$ cat config.mk
export PLATFORM = sky130hd
export DESIGN_NAME = product_term_config_loader
export DESIGN_NICKNAME = d
export VERILOG_FILES = /design/src/rtl/product_term_config_loader.sv
export SDC_FILE = /design/constraint.sdc
export NUM_CORES = 2
export LEC_CHECK = 0
export ABC_AREA = 1
export CAP_MARGIN = 20
export CORE_MARGIN = 1.5
export CORE_UTILIZATION = 24
export CTS_CLUSTER_SIZE = 40
export DETAILED_ROUTE_END_ITERATION = 12
export HOLD_SLACK_MARGIN = 0.15
export RECOVER_POWER = 100
export REMOVE_ABC_BUFFERS = 1
export SYNTH_ARGS = -nofsm -noshare
export SYNTH_HDL_FRONTEND = slang
export SYNTH_SLANG_ARGS = --single-unit
export TNS_END_PERCENT = 10
$ cat constraint.sdc
create_clock -name clock -period 1.85 [get_ports clock]
set_input_delay 0.37 -clock clock [delete_from_list [all_inputs] [get_ports clock]]
set_output_delay 0.37 -clock clock [all_outputs]
set_load 0.02 [all_outputs]
$ cat src/rtl/product_term_config_loader.sv
// Serial loader for one macrocell's product-term enable masks; commits all masks atomically.
// Last bit accepted at edge E -> masks and done visible after E+1; config_ready is high only while shifting.
module product_term_config_loader #(
   parameter int num_input_signals = 88,
   parameter int num_product_terms = 5,
   parameter int stall_limit       = 0
) (
   input  logic                                         clock,
   input  logic                                         reset_n,
   input  logic                                         start,
   input  logic                                         abort,
   input  logic                                         config_valid,
   input  logic                                         config_bit,
   output logic                                         config_ready,
   output logic [num_product_terms*num_input_signals-1:0] product_term_enable,
   output logic                                         busy,
   output logic                                         done,
   output logic                                         error
);

   localparam int total   = num_product_terms * num_input_signals;
   localparam int cnt_w   = $clog2(total + 1);
   localparam int stall_w = (stall_limit > 0) ? $clog2(stall_limit + 1) : 1;

   typedef enum logic [1:0] {
      IDLE   = 2'd0,
      SHIFT  = 2'd1,
      COMMIT = 2'd2
   } state_t;

   state_t             state;
   state_t             state_nxt;
   logic [total-1:0]   shadow;
   logic [cnt_w-1:0]   bit_count;
   logic [stall_w-1:0] stall_count;

   logic transfer;
   logic last_bit;
   logic stall_hit;
   logic load_start;
   logic shift_en;
   logic commit_en;
   logic busy_nxt;
   logic done_nxt;
   logic error_nxt;

   assign config_ready = (state == SHIFT);
   assign transfer     = config_valid & config_ready;
   assign last_bit     = (bit_count == cnt_w'(total - 1));

   // Stall detection fires on the idle cycle that would bring the count up to the limit.
   generate
      if (stall_limit > 0) begin : g_stall
         assign stall_hit = (state == SHIFT) & ~config_valid &
                            (stall_count == stall_w'(stall_limit - 1));
      end else begin : g_no_stall
         assign stall_hit = 1'b0;
      end
   endgenerate

   always_ff @(posedge clock or negedge reset_n) begin
      if (!reset_n) begin
         state <= IDLE;
      end else begin
         state <= state_nxt;
      end
   end

   always_comb begin
      state_nxt = state;
      case (state)
         IDLE: begin
            if (start) state_nxt = SHIFT;
         end
         SHIFT: begin
            if (abort || stall_hit)      state_nxt = IDLE;
            else if (transfer && last_bit) state_nxt = COMMIT;
         end
         COMMIT: state_nxt = IDLE;
         default: state_nxt = IDLE;
      endcase
   end

   always_comb begin
      load_start = (state == IDLE) & start;
      shift_en   = transfer & ~abort;
      commit_en  = (state == COMMIT);
      busy_nxt   = (state_nxt != IDLE);
      done_nxt   = commit_en;
      error_nxt  = error;
      if (load_start) error_nxt = 1'b0;
      else if ((state == SHIFT) && (abort || stall_hit)) error_nxt = 1'b1;
   end

   always_ff @(posedge clock or negedge reset_n) begin
      if (!reset_n) begin
         shadow              <= '0;
         bit_count           <= '0;
         stall_count         <= '0;
         product_term_enable <= '0;
         busy                <= 1'b0;
         done                <= 1'b0;
         error               <= 1'b0;
      end else begin
         busy  <= busy_nxt;
         done  <= done_nxt;
         error <= error_nxt;
         if (load_start) begin
            shadow      <= '0;
            bit_count   <= '0;
            stall_count <= '0;
         end else if (shift_en) begin
            for (int i = 0; i < total; i++) begin
               if (bit_count == cnt_w'(i)) shadow[i] <= config_bit;
            end
            bit_count   <= bit_count + cnt_w'(1);
            stall_count <= '0;
         end else if ((stall_limit > 0) && (state == SHIFT) && !config_valid) begin
            stall_count <= stall_count + stall_w'(1);
         end
         if (commit_en) product_term_enable <= shadow;
      end
   end

endmodule
# Yosys cells after proc, flatten, opt, wreduce, memory -nomap -nowiden
# Index checks and enable logic that the tools add are counted.
[totals]
reg_bits = 894
in_bits = 6
[classes]
n_reduce_logical = 887
muxes = 450
n_eq_ne = 441
bitwise_logic = 4
n_addsub = 1
[op_table]
columns = ["cell", "count"]
rows = [
  ["$eq 9x9->1 const B", 184],
  ["$eq 9x8->1 const B", 128],
  ["$reduce_bool 2->1", 443],
  ["$mux 440", 2],
  ["$reduce_and 2->1", 440],
  ["$eq 9x7->1 const B", 64],
  ["$mux 1", 442],
  ["$eq 9x6->1 const B", 32],
  ["$eq 9x5->1 const B", 16],
  ["$eq 9x4->1 const B", 8],
  ["$eq 9x3->1 const B", 4],
  ["$eq 9x2->1 const B", 2],
  ["$mux 9", 2],
  ["$add 9x1->9 const B", 1],
  ["$eq 9x1->1 const B", 1],
  ["$logic_not 9->1", 1],
  ["$mux 2", 3],
  ["$pmux 2 s2", 1],
  ["$and 1x1->1", 3],
  ["$eq 2x1->1 const B", 1],
  ["$eq 2x2->1 const B", 1],
  ["$logic_and 1x1->1", 2],
  ["$logic_not 2->1", 1],
  ["$not 1->1", 1],
]

# Longest topological paths before layout
[depth]
ltp_word = 7
mapped_depth = 12
ltp_nobuf = 10

# Worst setup path before layout
# OpenSTA, ideal clock, no wires.
[synth_timing]
kind = "register to register"
from = "register bit_count[0]"
to = "register shadow[255]"
path_stages_with_launch = 13
setup_ns = 0.113
synth_period_minus_slack_ns = 1.929
arrival_ns = 1.816
path_slack_ns = -0.079
cell_sequence = "dfrtp_1 > ha_1 > clkbuf_1 > nand3_1 > clkbuf_1 > inv_1 > nand2_1 > nor2_1 > ha_1 > nand2_1 > o21ai_0 > nand2_1 > inv_1"
[synth_between]
elab_chain_len = 3
[synth_lines]
columns = ["element", "line", "rtl"]
rows = [
  ["from (decl)", "34", "logic [cnt_w-1:0] bit_count;"],
  ["from (signal assigned)", "116", "bit_count <= bit_count + cnt_w'(1);"],
  ["$eq 9x8->1", "114", "if (bit_count == cnt_w'(i)) shadow[i] <= config_bit;"],
  ["$reduce_bool 2->1 (no source line)", "--", ""],
  ["$reduce_and 2->1 (no source line)", "--", ""],
  ["to (signal, indexed assignment)", "114", ""],
  ["to (decl)", "33", "logic [total-1:0] shadow;"],
]
# Every way passes these cells.
# A chain may end at the register's enable or synchronous reset.

# Worst setup path in the final report
[layout_timing]
from = "register state[0]"
to = "output config_ready"
[layout_between]
elab_chain_len = 1
[layout_lines]
columns = ["element", "line", "rtl"]
rows = [
  ["from (decl)", "31", "state_t state;"],
  ["from (signal assigned)", "65", "state <= state_nxt;"],
  ["$eq 2x1->1", "47", "assign config_ready = (state == SHIFT);"],
  ["to (decl)", "14", "output logic config_ready,"],
]
# Every way passes these cells.

==> reports/qor.yml <==
timing:
  max_slew_margin: 0.154
  hold_viol: 0
  rsz0062_at_grt: "yes"
  layout_setup_ws_ns: -0.108
  fmax_mhz: 511
  timing.final.crit_share: 1.06
  setup_violations: 47
  fin_skew_ns: 0.0370
  period_needed_ns: 1.96
  finalMaxSlewViolations: 0
  worst_pin_slew_ns: 1.27
final_layout:
  fillers: 17700
  area_growth_syn_to_layout_pct: 32.1
  drive_gt1_frac: 0.147
  instances_no_fill: 8107
  fin_nets: 5820
setup_path:
  rr_startpoint: "state[0]"
  path_common_cell: "buf_6"
  cp_num_cells: 4
  ff2ff_setup_slack_ns: -0.03
  reg2reg_depth: 9
  max_stage_delay_ns: 0.41
  worstSetupEndpointType: "output pin"
  rr_endpoint: "shadow[265]"
  cp_top_family: "flip-flops"
  worst-endpoint-arrival_ns: 1.59
  crit_end: "config_ready"
  path_class: "reg2out"
  critical_path_buf_inv_count: 3
  crit_fanout: 3
  startpoint: "state[0]"
  required_ns: 1.48
  crit_path_cell_trace: "inv_2 -> nor2_4 -> buf_6 -> buf_6"
  slowest_stage: "dfrtp_1"
  critPathLaunchType: "register"
placed_design:
  place_ws_ns: -0.268
  place_congestion: 0.853
  placed_cells: 7911
  hpwl_um: 100000
  numPortBuffers: 449
route:
  met1_length_um: 58100
  route.met3.wl_um: 5700
  wl_met2_um: 72700
  drtAntennaViolNets: 0
  drcViolationCount: 0
  vias: 36600
  drt-total-wl_um: 145000
  top_layer: "met4"
  viasPerCell: 4.52
  drt_iter0_markers: 3165
  avgRoutedWirePerCell_um: 17.9
  first_pass_iters: 6
yosys:
  syn_inst: 5345
  yosysMostFrequentCell: "nand2_1"
  syn_area_per_cell_um2: 7.69
  synth_seq_cells: 894
  yosysWarnings: 0
  synthTopCellsByCount: "nand2_1, dfrtp_1, nor2_1, inv_1, nand3_1"
  synth_top_area_frac: 0.544
  async_reset_ff_frac: 1.00
  yosysUniqueCellTypes: 22
  synth.area.top_cells: "dfrtp_1, nand2_1, nand3_1"
  synth_edf_count: 0
  synth_top_area_cell: "dfrtp_1"
  ys.flop_type: "dfrtp_1"
  ys_seq_area_frac: 0.544
  syn_area_um2: 41100
die:
  num_io_pins: 450
  dieWidth_um: 417
  num_rows: 151
  initial_utilization: 0.242
  core_um2: 170000
  fp.dieH_um: 417
  design.die.area_um2: 174000
clock_network:
  clockRootBuffer: "clkbuf_16"
  cts_buffers: 102
  clk_latency_ns: 0.73
  cts_sinks: 894
  clk_path_buf_depth: 3
  cts_tree: "done"
  htreeDepth: 3
  path_clk_slew_ns: 0.06
run:
  maxCapViolations: 0
global_route:
  grt_pass1_vias: 35300
  grt_antenna_before_repair: 2
  track_usage: 0.163
  grt_pass1_wl_um: 217000
  overflow: 0
  grt_max_degree: 117
pwr:
  p_leak_nw: 26.1
  vdd_ir_drop_max_mv: 0.672
  power_density_nw_per_um2: 822
outcome:
  violations: "setup timing"
  outcome: "finished with violations"
hold_path:
  hold_class: "in2async"
-- repair_timing --
item	4_1_cts	5_1_grt
hold buffers	2	0
hold endpoints to repair	705	0
gates cloned	0	4
resized for setup	1091	179
pin swaps	1	1
endpoints found under the setup margin	543	450
buffers inserted	3	3
-- routing by layer --
metal	global-route usage	vias to the layer above
met2	0.283	944
met1	0.192	17700
met3	0.0221	293
li1	-	17700
met4	0.0927	0
met5	0	-
-- report_power, final --
part	switching (mW)	leakage (nW)	internal, mW
logic	2.30	11.9	1.03
registers	0.0348	12.4	19.6
clock network	8.86	1.73	12.8
total	11.2	26.1	33.4
-- cells in the final DEF (no fill, tap or decap), types with 12 or more instances in the layout --
| cell | count |
|---|---|
| buf_12 | 109 |
| buf_2 | 53 |
| buf_4 | 148 |
| buf_6 | 14 |
| bufinv_16 | 13 |
| clkbuf_1 | 26 |
| clkbuf_16 | 106 |
| clkbuf_2 | 30 |
| clkbuf_8 | 16 |
| clkdlybuf4s15_1 | 166 |
| clkdlybuf4s15_2 | 167 |
| clkinv_2 | 16 |
| dfrtp_1 | 869 |
| dfrtp_2 | 24 |
| dlygate4sd2_1 | 36 |
| inv_1 | 466 |
| nand2_1 | 1927 |
| nand3_1 | 450 |
| nand3_2 | 12 |
| nand4_1 | 218 |
| nor2_1 | 448 |
| nor2_2 | 60 |
| nor3_1 | 76 |
| nor3_2 | 26 |
| o21ai_0 | 328 |
-- worst min path at each step --
| stage | cells after the start | from | to |
|---|---|---|---|
| 2_1_floorplan | 0 | reset_n | bit_count[0] |
| 3_3_place_gp | 1 | reset_n | product_term_enable[122] |
| 3_5_place_dp | 1 | reset_n | product_term_enable[122] |
| 4_1_cts | 3 | reset_n | product_term_enable[117] |
| 5_1_grt | 3 | reset_n | product_term_enable[321] |
| 6_report | 3 | reset_n | product_term_enable[321] |
-- registers in the layout, indices dropped and copies added, names as in the netlist --
register / count
product_term_enable: 440
bit_count: 9
shadow: 440
done: 1
busy: 1
state: 2
error: 1
-- kinds of logic after synthesis --
kind of cell / count (synthesis) / synth area share
compound gates: 334 / 0.0408
simple gates: 3236 / 0.328
flops: 894 / 0.544
buf+inv: 876 / 0.0850
fa+ha+maj: 5 / 0.00152
-- layout make-up --
class,count,area [um2],area share
Antenna cell,1,2.50,0.0000461
Clock buffer,132,2870,0.0528
Clock inverter,51,709,0.0131
Inverter,481,1840,0.0338
Multi-Input combinational cell,3575,15700,0.288
Sequential cell,894,22400,0.413
Tap cell,2218,2780,0.0511
Timing Repair Buffer,755,8030,0.148
-- worst reg2reg max path: stages (launching register included) --
cell	delay, ns
dfrtp_1	0.42
buf_4	0.16
nor2_2	0.18
nand2_8	0.15
nand2_4	0.20
inv_8	0.12
buf_12	0.19
buf_4	0.17
nand3_1	0.09
nand2_1	0.08
-- stage by stage --
step / power [mW] / cell area, um2 / TNS, ns / hold slack (ns) / utilization
finish: 44.6 / 54300 / -0.399 / 0.398 / 0.320
global route: 46.1 / 54300 / -14.06 / 0.371 / 0.320
CTS: 45.1 / 54100 / -1.68 / 0.355 / 0.319
detailed placement: 23.3 / 50600 / -88.78 / 0.302 / 0.298
global placement: 23.2 / 50600 / -81.21 / 0.299 / 0.298
floorplan: 21.0 / 39400 / -8582.23 / 0.0744 / -
Note: power is estimated with default switching activity, not from simulation.
